--- config.mk ---
export PLATFORM = sky130hd
export DESIGN_NAME = pipe_e_flat
export DESIGN_NICKNAME = d
export VERILOG_FILES = /design/src/rtl/pipe_e_pkg.sv /design/src/rtl/pipe_e_if.sv /design/src/rtl/pipe_e_hazard_ld.sv /design/src/rtl/pipe_e.sv /design/src/flat_wrapper.sv
export SDC_FILE = /design/constraint.sdc
export NUM_CORES = 1
export LEC_CHECK = 0
export CAP_MARGIN = 40
export CORE_MARGIN = 2
export CORE_UTILIZATION = 44
export DETAILED_ROUTE_END_ITERATION = 8
export HOLD_SLACK_MARGIN = 0.1
export PLACE_DENSITY_LB_ADDON = 0.2
export SLEW_MARGIN = 20
export SYNTH_ARGS = -nofsm -noshare
export SYNTH_HDL_FRONTEND = slang
export SYNTH_SLANG_ARGS = --single-unit
--- constraint.sdc ---
create_clock -name clk -period 9.32 [get_ports clk]
set_input_delay 1.864 -clock clk [delete_from_list [all_inputs] [get_ports clk]]
set_output_delay 1.864 -clock clk [all_outputs]
set_load 0.005 [all_outputs]
--- src/rtl/pipe_e_pkg.sv ---
// Shared Y86 encodings and the E-stage register bundle used by the decode-to-execute pipeline register.
package pipe_e_pkg;

  localparam int BYTE = 8;
  localparam int WORD = 32;

  localparam logic [BYTE-1:0] INOP    = 8'h01;
  localparam logic [BYTE-1:0] IIRMOVL = 8'h03;
  localparam logic [BYTE-1:0] IMRMOVL = 8'h05;
  localparam logic [BYTE-1:0] IOPL    = 8'h06;
  localparam logic [BYTE-1:0] IPOPL   = 8'h0B;
  localparam logic [BYTE-1:0] FNONE   = 8'h00;
  localparam logic [BYTE-1:0] SBUB    = 8'h00;
  localparam logic [BYTE-1:0] SAOK    = 8'h01;
  localparam logic [BYTE-1:0] RNONE   = 8'h0F;

  typedef struct packed {
    logic [BYTE-1:0] stat;
    logic [BYTE-1:0] icode;
    logic [BYTE-1:0] ifun;
    logic [WORD-1:0] val_c;
    logic [WORD-1:0] val_a;
    logic [WORD-1:0] val_b;
    logic [BYTE-1:0] dst_e;
    logic [BYTE-1:0] dst_m;
    logic [BYTE-1:0] src_a;
    logic [BYTE-1:0] src_b;
  } e_regs_t;

  // A bubble is a nop that writes no register, so it can never create a hazard.
  function automatic e_regs_t bubble_regs();
    e_regs_t r;
    r.stat  = SBUB;
    r.icode = INOP;
    r.ifun  = FNONE;
    r.val_c = '0;
    r.val_a = '0;
    r.val_b = '0;
    r.dst_e = RNONE;
    r.dst_m = RNONE;
    r.src_a = RNONE;
    r.src_b = RNONE;
    return r;
  endfunction

endpackage

--- src/rtl/pipe_e_if.sv ---
// Decode-to-execute bus: D/d fields and control in, E fields, hazard flag and bubble count out.
interface pipe_e_if #(parameter int CNT_W = 32);
  import pipe_e_pkg::*;

  logic            E_stall;
  logic            E_bubble_req;
  logic [BYTE-1:0] D_stat;
  logic [BYTE-1:0] D_icode;
  logic [BYTE-1:0] D_ifun;
  logic [WORD-1:0] D_valC;
  logic [WORD-1:0] d_valA;
  logic [WORD-1:0] d_valB;
  logic [BYTE-1:0] d_dstE;
  logic [BYTE-1:0] d_dstM;
  logic [BYTE-1:0] d_srcA;
  logic [BYTE-1:0] d_srcB;

  logic [BYTE-1:0] E_stat;
  logic [BYTE-1:0] E_icode;
  logic [BYTE-1:0] E_ifun;
  logic [WORD-1:0] E_valC;
  logic [WORD-1:0] E_valA;
  logic [WORD-1:0] E_valB;
  logic [BYTE-1:0] E_dstE;
  logic [BYTE-1:0] E_dstM;
  logic [BYTE-1:0] E_srcA;
  logic [BYTE-1:0] E_srcB;
  logic            load_use;
  logic [CNT_W-1:0] bubble_cnt;

  modport master (
    output E_stall, E_bubble_req, D_stat, D_icode, D_ifun, D_valC,
           d_valA, d_valB, d_dstE, d_dstM, d_srcA, d_srcB,
    input  E_stat, E_icode, E_ifun, E_valC, E_valA, E_valB,
           E_dstE, E_dstM, E_srcA, E_srcB, load_use, bubble_cnt
  );

  modport slave (
    input  E_stall, E_bubble_req, D_stat, D_icode, D_ifun, D_valC,
           d_valA, d_valB, d_dstE, d_dstM, d_srcA, d_srcB,
    output E_stat, E_icode, E_ifun, E_valC, E_valA, E_valB,
           E_dstE, E_dstM, E_srcA, E_srcB, load_use, bubble_cnt
  );
endinterface

--- src/rtl/pipe_e_hazard_ld.sv ---
// Load/use hazard detect: a load in E whose destination is read by the instruction in D.
module pipe_e_hazard_ld
  import pipe_e_pkg::*;
(
  input  logic [BYTE-1:0] E_icode,
  input  logic [BYTE-1:0] E_dstM,
  input  logic [BYTE-1:0] d_srcA,
  input  logic [BYTE-1:0] d_srcB,
  output logic            load_use
);

  logic is_load;

  assign is_load  = (E_icode == IMRMOVL) || (E_icode == IPOPL);
  assign load_use = is_load && (E_dstM != RNONE) &&
                    ((E_dstM == d_srcA) || (E_dstM == d_srcB));

endmodule

--- src/rtl/pipe_e.sv ---
// E-stage pipeline register with stall/bubble control, load/use detection and a saturating bubble counter.
module pipe_e
  import pipe_e_pkg::*;
#(
  parameter int CNT_W = 32
) (
  input logic    clk,
  input logic    rst,
  pipe_e_if.slave bus
);

  e_regs_t        e_q;
  e_regs_t        d_in;
  logic [CNT_W-1:0] cnt_q;
  logic           load_use;
  logic           bub;

  assign d_in = '{stat:  bus.D_stat,  icode: bus.D_icode, ifun:  bus.D_ifun,
                  val_c: bus.D_valC,  val_a: bus.d_valA,  val_b: bus.d_valB,
                  dst_e: bus.d_dstE,  dst_m: bus.d_dstM,
                  src_a: bus.d_srcA,  src_b: bus.d_srcB};

  pipe_e_hazard_ld u_hazard_ld (
    .E_icode  (e_q.icode),
    .E_dstM   (e_q.dst_m),
    .d_srcA   (bus.d_srcA),
    .d_srcB   (bus.d_srcB),
    .load_use (load_use)
  );

  assign bub = bus.E_bubble_req | load_use;

  // Stall outranks bubble: a held load keeps its hazard alive until the stall drops.
  always_ff @(posedge clk or posedge rst) begin
    if (rst) begin
      e_q   <= bubble_regs();
      cnt_q <= '0;
    end else if (!bus.E_stall) begin
      if (bub) begin
        e_q <= bubble_regs();
        if (cnt_q != {CNT_W{1'b1}}) cnt_q <= cnt_q + CNT_W'(1);
      end else begin
        e_q <= d_in;
      end
    end
  end

  assign bus.E_stat     = e_q.stat;
  assign bus.E_icode    = e_q.icode;
  assign bus.E_ifun     = e_q.ifun;
  assign bus.E_valC     = e_q.val_c;
  assign bus.E_valA     = e_q.val_a;
  assign bus.E_valB     = e_q.val_b;
  assign bus.E_dstE     = e_q.dst_e;
  assign bus.E_dstM     = e_q.dst_m;
  assign bus.E_srcA     = e_q.src_a;
  assign bus.E_srcB     = e_q.src_b;
  assign bus.load_use   = load_use;
  assign bus.bubble_cnt = cnt_q;

endmodule
--- src/flat_wrapper.sv ---
// flat-port wrapper written by rule: the top's interface ports become plain ports
module pipe_e_flat import pipe_e_pkg::*;
#(
  parameter int CNT_W = 32
)
  (clk, rst, bus_E_stall, bus_E_bubble_req, bus_D_stat, bus_D_icode, bus_D_ifun, bus_D_valC, bus_d_valA, bus_d_valB, bus_d_dstE, bus_d_dstM, bus_d_srcA, bus_d_srcB, bus_E_stat, bus_E_icode, bus_E_ifun, bus_E_valC, bus_E_valA, bus_E_valB, bus_E_dstE, bus_E_dstM, bus_E_srcA, bus_E_srcB, bus_load_use, bus_bubble_cnt);
  pipe_e_if #(.CNT_W(CNT_W)) bus_i ();
  input logic clk;
  input logic rst;
  input wire logic [$bits(bus_i.E_stall)-1:0] bus_E_stall;
  input wire logic [$bits(bus_i.E_bubble_req)-1:0] bus_E_bubble_req;
  input wire logic [$bits(bus_i.D_stat)-1:0] bus_D_stat;
  input wire logic [$bits(bus_i.D_icode)-1:0] bus_D_icode;
  input wire logic [$bits(bus_i.D_ifun)-1:0] bus_D_ifun;
  input wire logic [$bits(bus_i.D_valC)-1:0] bus_D_valC;
  input wire logic [$bits(bus_i.d_valA)-1:0] bus_d_valA;
  input wire logic [$bits(bus_i.d_valB)-1:0] bus_d_valB;
  input wire logic [$bits(bus_i.d_dstE)-1:0] bus_d_dstE;
  input wire logic [$bits(bus_i.d_dstM)-1:0] bus_d_dstM;
  input wire logic [$bits(bus_i.d_srcA)-1:0] bus_d_srcA;
  input wire logic [$bits(bus_i.d_srcB)-1:0] bus_d_srcB;
  output wire logic [$bits(bus_i.E_stat)-1:0] bus_E_stat;
  output wire logic [$bits(bus_i.E_icode)-1:0] bus_E_icode;
  output wire logic [$bits(bus_i.E_ifun)-1:0] bus_E_ifun;
  output wire logic [$bits(bus_i.E_valC)-1:0] bus_E_valC;
  output wire logic [$bits(bus_i.E_valA)-1:0] bus_E_valA;
  output wire logic [$bits(bus_i.E_valB)-1:0] bus_E_valB;
  output wire logic [$bits(bus_i.E_dstE)-1:0] bus_E_dstE;
  output wire logic [$bits(bus_i.E_dstM)-1:0] bus_E_dstM;
  output wire logic [$bits(bus_i.E_srcA)-1:0] bus_E_srcA;
  output wire logic [$bits(bus_i.E_srcB)-1:0] bus_E_srcB;
  output wire logic [$bits(bus_i.load_use)-1:0] bus_load_use;
  output wire logic [$bits(bus_i.bubble_cnt)-1:0] bus_bubble_cnt;
  assign bus_i.E_stall = bus_E_stall;
  assign bus_i.E_bubble_req = bus_E_bubble_req;
  assign bus_i.D_stat = bus_D_stat;
  assign bus_i.D_icode = bus_D_icode;
  assign bus_i.D_ifun = bus_D_ifun;
  assign bus_i.D_valC = bus_D_valC;
  assign bus_i.d_valA = bus_d_valA;
  assign bus_i.d_valB = bus_d_valB;
  assign bus_i.d_dstE = bus_d_dstE;
  assign bus_i.d_dstM = bus_d_dstM;
  assign bus_i.d_srcA = bus_d_srcA;
  assign bus_i.d_srcB = bus_d_srcB;
  assign bus_E_stat = bus_i.E_stat;
  assign bus_E_icode = bus_i.E_icode;
  assign bus_E_ifun = bus_i.E_ifun;
  assign bus_E_valC = bus_i.E_valC;
  assign bus_E_valA = bus_i.E_valA;
  assign bus_E_valB = bus_i.E_valB;
  assign bus_E_dstE = bus_i.E_dstE;
  assign bus_E_dstM = bus_i.E_dstM;
  assign bus_E_srcA = bus_i.E_srcA;
  assign bus_E_srcB = bus_i.E_srcB;
  assign bus_load_use = bus_i.load_use;
  assign bus_bubble_cnt = bus_i.bubble_cnt;
  pipe_e #(.CNT_W(CNT_W)) u_core (.clk(clk), .rst(rst), .bus(bus_i));
endmodule
Yosys cells after proc, flatten, opt, wreduce, memory -nomap -nowiden
Index checks and enable logic that the tools add are counted.

Bits in registers: 184. Bits of input ports: 156. Output and inout port bits: 185. Word-level logic and storage cells: 26.

$add $sub $neg: 1. Equal/unequal tests: 6. Muxes and demuxes: 1. Bitwise operators: 2. Reductions and logical operators: 5.

Operators with widths (count): $mux W152 (1); $add A32 B1 Y32 const B (1); $ne A32 B32 Y1 const B (1); $eq A8 B8 Y1 (2); $eq A8 B3 Y1 const B (1); $eq A8 B4 Y1 const B (1); $ne A8 B4 Y1 const B (1); $reduce_and A3 Y1 (1); $logic_and A1 B1 Y1 (2); $logic_or A1 B1 Y1 (2); $not A1 Y1 (1); $or A1 B1 Y1 (1).

Logic depth before layout (Yosys ltp)
Gate-level depths: netlist (run 1).

Depth in word-level cells: 6. Mapped depth: 8. Depth with buffers taken out: 7.

Hierarchy
A second synthesis (run 1) with hierarchy kept.

Cells, all modules: 546. Area, all modules: 7188.1 um^2.

Modules (own cells, without submodules): pipe_e (instances 1, cells each 517, area an instance 6964.2 um^2, seq. area each 4625.7 um^2); pipe_e_hazard_ld (instances 1, cells each 29, area an instance 224.0 um^2, seq. area each 0.0 um^2).

Worst setup path after synthesis (run 1)
OpenSTA, ideal clock, no wires.

Path type: input to output. Start: input bus_d_srcA[6]. End: output bus_load_use. Data arrival time: 2709 ps. Data required time: 7456 ps. Setup slack: 4747 ps. Cell stages on the path: 4. Buffers on the path: 0. Cell sequence: xnor2_1 nand4_1 o22a_1 nor4_4.

Word-level cells in the longest chain between the ends: 3.

Ends and longest elaborated chain: start, declared (RTL line flat_wrapper.sv:20) `input wire logic [$bits(bus_i.d_srcA)-1:0] bus_d_srcA;`; $eq A8 B8 Y1 (RTL line pipe_e_hazard_ld.sv:16) `((E_dstM == d_srcA) || (E_dstM == d_srcB));`; $logic_or A1 B1 Y1 (RTL line pipe_e_hazard_ld.sv:16); $logic_and A1 B1 Y1 (RTL line pipe_e_hazard_ld.sv:15) `assign load_use = is_load && (E_dstM != RNONE) &&`; end, declared (RTL line flat_wrapper.sv:32) `output wire logic [$bits(bus_i.load_use)-1:0] bus_load_use;`.

No other way between the ends.

Worst setup path in the final report (run 1)
Start: input bus_d_srcA[7]. End: output bus_load_use.

Same word-level chain as after synthesis.

==> summary.md, run 1 <==
| Metric | Value |
|---|---|
| Maximum vdd drop | 0.1293 mV |
| Reg clk slew, reported paths | 0.07 ns |
| Worst Skew | 0.01094 ns |
| Status | completed |
| Most frequent cells in the layout | clkdlybuf4s50_1 (339), dfrtp_1 (167), a22o_1 (135), xnor2_1 (25), inv_1 (24) |
| Core region area | 15890 um^2 |
| Hold Crit Class | reg2reg |
| Power Total | 2.050 mW |
| Dpl hpwl | 16550 um |
| Post CTS Setup Buffer Count | 0 |
| DIE HEIGHT | 131.6 um |
| Endpoint, Worst Hold | u_core.bus.E_srcA[1]$_DFFE_PP1N_ |
| Sequential share of the synthesized area | 64.55% |
| Syn Inst Count | 536 |
| Worst hold slack | 0.4647 ns |
| Placed cell area | 10770 um^2 |
| IO Port Bufs | 340 |
| Drt first pass iters | 5 |
| Worst rel slew slack | 47.28% |
| Drt drc | 0 |
| Largest net degree at the start of global routing | 83 |
| Synthesized area | 7166 um^2 |
| Pleak | 5.064 nW |
| Synthesized flop and latch total | 184 |
| Final setup viols | 0 |
| Top cell type's share of synthesized area | 58.32% |
| Slowest-stage cell, CP | clkdlybuf4s50_1 |
| Vias per Instance | 5.354 |
| Die area | 17320 um^2 |
| Final Wtd Congestion | 0.9015 |
| Maximum Capacitance Violations | 0 |
| Main synth FF type | dfrtp_1 |
| Cts bufs inserted | 17 |
| Post-cts hold buffer count | 0 |
| Fmax | 172.6 MHz |
| Place WS | 3.536 ns |
| CTS tree | built |
| Worst Hold Path Cells | 2 |
| Worst Setup Slack, final | 3.526 ns |
| I/O pins | 341 |
| Worst-margin pin slew | 0.7908 ns |
| Cell variety after synth | 34 |
| Number of max-slew violations in the final report | 0 |
| Most common cell after layout, fill and taps aside | clkdlybuf4s50_1 |
| Clk sink count | 184 |
| Ys async rst share | 100.0% |
| Final ANT Viol Nets | 0 |
| Worst setup SP type | input pin |
| Number of global-route vias before repair | 6422 |
| Die X | 131.6 um |
| R2r startpoint | u_core.bus.bubble_cnt[0]$_DFFE_PP0P_ |
| Fin nets | 1024 |
| Cell Rows | 46 |
| Final Hold Fails | 0 |
| CP cell instances | clkdlybuf4s50_1, xnor2_1, nand4_1, o22a_1, nor4_4, clkdlybuf4s50_1 |
| Fin cells | 1097 |
| # resized after CTS | 0 |
| Synth warn | 0 |
| Average size of a mapped cell | 13.37 um^2 |
| Layout fillers | 1133 |
| Remaining Overflow, GRT | 0 |
| Top post-synthesis cells by area | dfrtp_1 (58%), a22o_1 (17%), dfstp_2 (6.2%), xnor2_1 (3.1%), xor2_1 (2.7%) |
| Critical Path AT | 3.93 ns |
| Vias | 5873 |
| Hold Crit Start | u_core.bus.E_srcA[1]$_DFFE_PP1N_ |
| Initial antenna violation count | 1 |
| Iteration-0 DRC Markers | 429 |
| All-Layer GR Usage | 26.49% |
| Share of cells above drive strength 1 | 7.159% |
| CTS root buffer | clkbuf_16 |
| Tcrit/Tclk final | 62.17% |
| Post-Route Utilization | 71.83% |
| First-pass GRT wire length | 35620 um |
| CP max FO | 3 |
| Pwr Density | 179.7 nW/um^2 |
| Number of enable flip-flop cells after synthesis | 0 |
| Maximum buffer depth of the clock tree | 2 |
| Starting Density | 45.11% |
| Syn_nets | 693 |
| Area growth, synth to finish | 59.23% |
| CP top delay family | buffers and inverters |
| Worst Reg2Reg Path Length in Cells | 8 |
| Crit path kind | in2out |
| Final instance area | 11410 um^2 |
| Drt total wl | 22700 um |
| Yosys top cell by area | dfrtp_1 |
| Crit path time final | 5.794 ns |
| Routed len/inst | 20.69 um |
| Crit path buf inv count | 2 |
| Reg2reg setup slack | 6.45 ns |
| Most frequent CP cell | clkdlybuf4s50_1 |
| Worst skew pair latency | 0.42 ns |
| CP max stage delay | 0.58 ns |
| RSZ-0062 raised after global routing | no |
| Placed insts | 1063 |
| CP endpoint kind | primary output |
| CTS H-tree lvls | 4 |
| Worst EP required | 7.46 ns |
| Post-route setup TNS | 0 ns |
| Reg2Reg Capture Point | u_core.bus.bubble_cnt[31]$_DFFE_PP0P_ |
## layout make-up
cell class / count / area (um^2) / share of cell area (%)
Sequential cell: 184 / 4626 / 40.54
Timing Repair Buffer: 348 / 3525 / 30.89
Multi-Input combinational cell: 291 / 2280 / 19.98
Clock buffer: 21 / 460.4 / 4.036
Tap cell: 216 / 270.3 / 2.369
Clock inverter: 11 / 147.6 / 1.294
Inverter: 25 / 98.84 / 0.8663
Antenna cell: 1 / 2.502 / 0.02193
## worst reg2reg max path: cells and delay by family (launching register included)
kind / cells / cell delay (ns)
AO/OA/AOI/OAI: 1 / 0.33
AND/OR/NAND/NOR: 4 / 1.24
buffers and inverters: 1 / 0.37
XOR/XNOR: 1 / 0.17
flip-flops: 1 / 0.45
adder cells (fa/ha/maj): 1 / 0.25
## power by group
group	internal, mW	switching [mW]	total (mW)
Combinational	0.239	0.131	0.370
Sequential	0.873	0.0658	0.938
Clock	0.437	0.305	0.742
Total	1.55	0.501	2.05
## registers in the layout (all words and copies together), names as in the netlist, 32 cells and up
register and cells:
u_core.bus.E_valB 32, u_core.bus.bubble_cnt 32, u_core.bus.E_valA 32, u_core.bus.E_valC 32
## routing by layer
layer / track usage (%) / part of all wire [%]
met1: 30.84 / 39
met2: 44.94 / 51
met3: 8.758 / 6.9
met4: 11.17 / 3.6
met5: 0 / 0
## synthesized netlist by cell type, drive strengths merged (5+ instances only)
| cell | number |
|---|---|
| nand3 | 17 |
| nor4 | 9 |
| a2bb2oi | 17 |
| inv | 25 |
| nor2 | 15 |
| nand4 | 10 |
| dfstp | 17 |
| buf | 19 |
| clkbuf | 17 |
| nand2 | 7 |
| dfrtp | 167 |
| a22o | 135 |
| xnor2 | 25 |
| nor3 | 13 |
| and3 | 5 |
| xor2 | 22 |
## how the worst max path moves through the flow
stage | endpoint | cells after the start | from
finish | bus_load_use | 6 | bus_d_srcA[7]
global route | bus_load_use | 6 | bus_d_srcA[1]
CTS | bus_load_use | 6 | bus_d_srcA[7]
detailed placement | bus_load_use | 6 | bus_d_srcA[7]
global placement | bus_load_use | 6 | bus_d_srcA[7]
floorplan | u_core.bus.E_dstE[4]$_DFFE_PP0N_ | 1 | rst
## cell families (layout without fill, tap and decap cells)
family | count (synthesis) | in the layout | synth area share, %
fa+ha+maj | 1 | 1 | 0.1746
flops | 184 | 184 | 64.55
mux | 1 | 1 | 0.1571
xor+xnor | 47 | 47 | 5.745
simple gates | 85 | 85 | 6.618
compound gates | 157 | 157 | 19.12
other cells | 0 | 1 | 0
buf+inv | 61 | 405 | 3.632
Note: power is estimated with default switching activity, not from simulation.
==> run 2, diff against run 1 <==
--- a/config.mk
+++ b/config.mk
@@ -7,7 +7,7 @@
 export LEC_CHECK = 0
 export CAP_MARGIN = 40
 export CORE_MARGIN = 2
-export CORE_UTILIZATION = 44
+export CORE_UTILIZATION = 37
 export DETAILED_ROUTE_END_ITERATION = 8
 export HOLD_SLACK_MARGIN = 0.1
 export PLACE_DENSITY_LB_ADDON = 0.2
==> constraint.sdc (replaced) <==
create_clock -name clk -period 5.3 [get_ports clk]
set_input_delay 1.06 -clock clk [delete_from_list [all_inputs] [get_ports clk]]
set_output_delay 1.06 -clock clk [all_outputs]
set_load 0.005 [all_outputs]
==> run 2 against run 1 <==
Compared with the run above:
- worst hold slack worse by 0.0014 ns
- clock power up 77%
- routed wire length down 0.35%
==> summary.md, run 2 (synthesized netlist as in run 1, its figures left out) <==
| Metric | Value |
|---|---|
| Hold Crit Start | u_core.bus.E_dstE[1]$_DFFE_PP1N_ |
| Final Wtd Congestion | 0.8193 |
| Clk sink count | 184 |
| Drt total wl | 22620 um |
| Fin nets | 1022 |
| R2r startpoint | u_core.bus.bubble_cnt[8]$_DFFE_PP0P_ |
| Maximum vdd drop | 0.2086 mV |
| Cell Rows | 50 |
| Layout fillers | 1478 |
| Reg2Reg Capture Point | u_core.bus.bubble_cnt[1]$_DFFE_PP0P_ |
| Tcrit/Tclk final | 80.14% |
| Reg area | 4626 um^2 |
| Endpoint, Worst Hold | u_core.bus.E_dstE[1]$_DFFE_PP1N_ |
| Remaining Overflow, GRT | 0 |
| Vias | 5850 |
| Status | completed |
| Worst skew pair latency | 0.42 ns |
| Number of global-route vias before repair | 6146 |
| Worst setup SP type | input pin |
| Iteration-0 DRC Markers | 222 |
| Drt drc | 0 |
| Cts bufs inserted | 17 |
| Crit path launch | bus_d_srcA[4] |
| Hold Crit Class | reg2reg |
| Number of max-slew violations in the final report | 0 |
| Post-cts hold buffer count | 0 |
| CTS H-tree lvls | 4 |
| Placed insts | 1106 |
| Share of cells above drive strength 1 | 7.175% |
| Multi-input logic area | 2280 um^2 |
| Largest net degree at the start of global routing | 185 |
| Pleak | 5.025 nW |
| CTS tree | built |
| First-pass GRT wire length | 34360 um |
| Most frequent cells in the layout | clkdlybuf4s50_1 (339), dfrtp_1 (167), a22o_1 (135), xnor2_1 (25), inv_1 (24) |
| Crit path kind | in2out |
| DIE HEIGHT | 143.2 um |
| Maximum buffer depth of the clock tree | 2 |
| Core region area | 18830 um^2 |
| Dpl hpwl | 16230 um |
| Fmax | 235.4 MHz |
| RSZ-0062 raised after global routing | no |
| Final Hold Fails | 0 |
| I/O pins | 341 |
| Crit path time final | 4.248 ns |
| Worst-margin pin slew | 0.9742 ns |
| Pwr Density | 315.1 nW/um^2 |
| Worst Reg2Reg Path Length in Cells | 6 |
| IO Port Bufs | 340 |
| Most common cell after layout, fill and taps aside | clkdlybuf4s50_1 |
| Worst hold slack | 0.4633 ns |
| All-Layer GR Usage | 21.82% |
| CP max FO | 3 |
| Worst Skew | 0.01145 ns |
| Routed len/inst | 19.84 um |
| Post CTS Setup Buffer Count | 0 |
| # resized after CTS | 0 |
| Reg clk slew, reported paths | 0.07 ns |
| Die X | 143.2 um |
| CP endpoint kind | primary output |
| Starting Density | 38.05% |
| Final ANT Viol Nets | 0 |
| Reg2reg setup slack | 2.68 ns |
| Worst EP required | 4.24 ns |
| Fin cells | 1140 |
| Post-route setup TNS | 0 ns |
| Vias per Instance | 5.132 |
| Drt first pass iters | 4 |
| Worst rel slew slack | 35.06% |
| Initial antenna violation count | 0 |
| Maximum Capacitance Violations | 0 |
| CTS root buffer | clkbuf_16 |
| Die area | 20500 um^2 |
| Final setup viols | 0 |
| Area growth, synth to finish | 59.44% |
| Worst Hold Path Cells | 2 |
| Critical Path AT | 3.19 ns |
-- run 2: cell types whose count changed in the layout (fill, tap and decap cells not counted), sizes merged --
cell | before | now
buf | 9 | 7
bufinv | 3 | 2
clkbuf | 21 | 17
clkinv | 7 | 2
clkinvlp | 1 | 6
diode | 1 | 2
inv | 25 | 30
-- run 2: how the worst max path moves through the flow --
stage	end	slack, ns
finish	bus_load_use	1.05
global route	bus_load_use	0.99
CTS	bus_load_use	1.06
detailed placement	bus_load_use	1.05
global placement	bus_load_use	1.09
floorplan	u_core.bus.E_dstE[4]$_DFFE_PP0N_	1.89
-- run 2: routing by layer --
layer,wire (um),GRT usage (%),part of all wire (%),vias to the layer above
met3,1764,6.942,7.8,31
li1,-,-,-,2636
met5,0,0,0,-
met4,493,8.181,2.2,0
met1,8952,26.49,40,2953
met2,11410,36.39,50,230
-- run 2: worst max-delay path, cell delays in order --
cell and delay [ns]:
clkdlybuf4s50_1 0.50, xnor2_1 0.13, nand4_1 0.23, o22a_1 0.31, nor4_4 0.37, clkdlybuf4s50_1 0.58
-- run 2: area by class of cell --
| type | count | area share, % |
|---|---|---|
| Antenna cell | 2 | 0.04381 |
| Clock buffer | 17 | 3.724 |
| Clock inverter | 15 | 1.643 |
| Inverter | 25 | 0.8542 |
| Multi-Input combinational cell | 291 | 19.95 |
| Sequential cell | 184 | 40.49 |
| Tap cell | 260 | 2.847 |
| Timing Repair Buffer | 346 | 30.45 |
-- run 2: report_power, final --
part	total, mW	switching (mW)	internal (mW)
sequential	1.65	0.114	1.53
clock	1.31	0.591	0.717
combinational	0.645	0.228	0.416
total	3.60	0.933	2.67
-- run 2: metrics by stage --
stage | cell area [um^2] | setup slack (ns) | util, % | power (mW)
final | 11420 | 1.052 | 60.67 | 3.600
after floorplan | 7169 | 1.889 | - | 1.868
after CTS | 11420 | 1.059 | 60.64 | 3.644
after global placement | 10780 | 1.089 | 57.24 | 2.298
after global routing | 11420 | 0.9880 | 60.64 | 3.753
after detailed placement | 10810 | 1.051 | 57.39 | 2.319
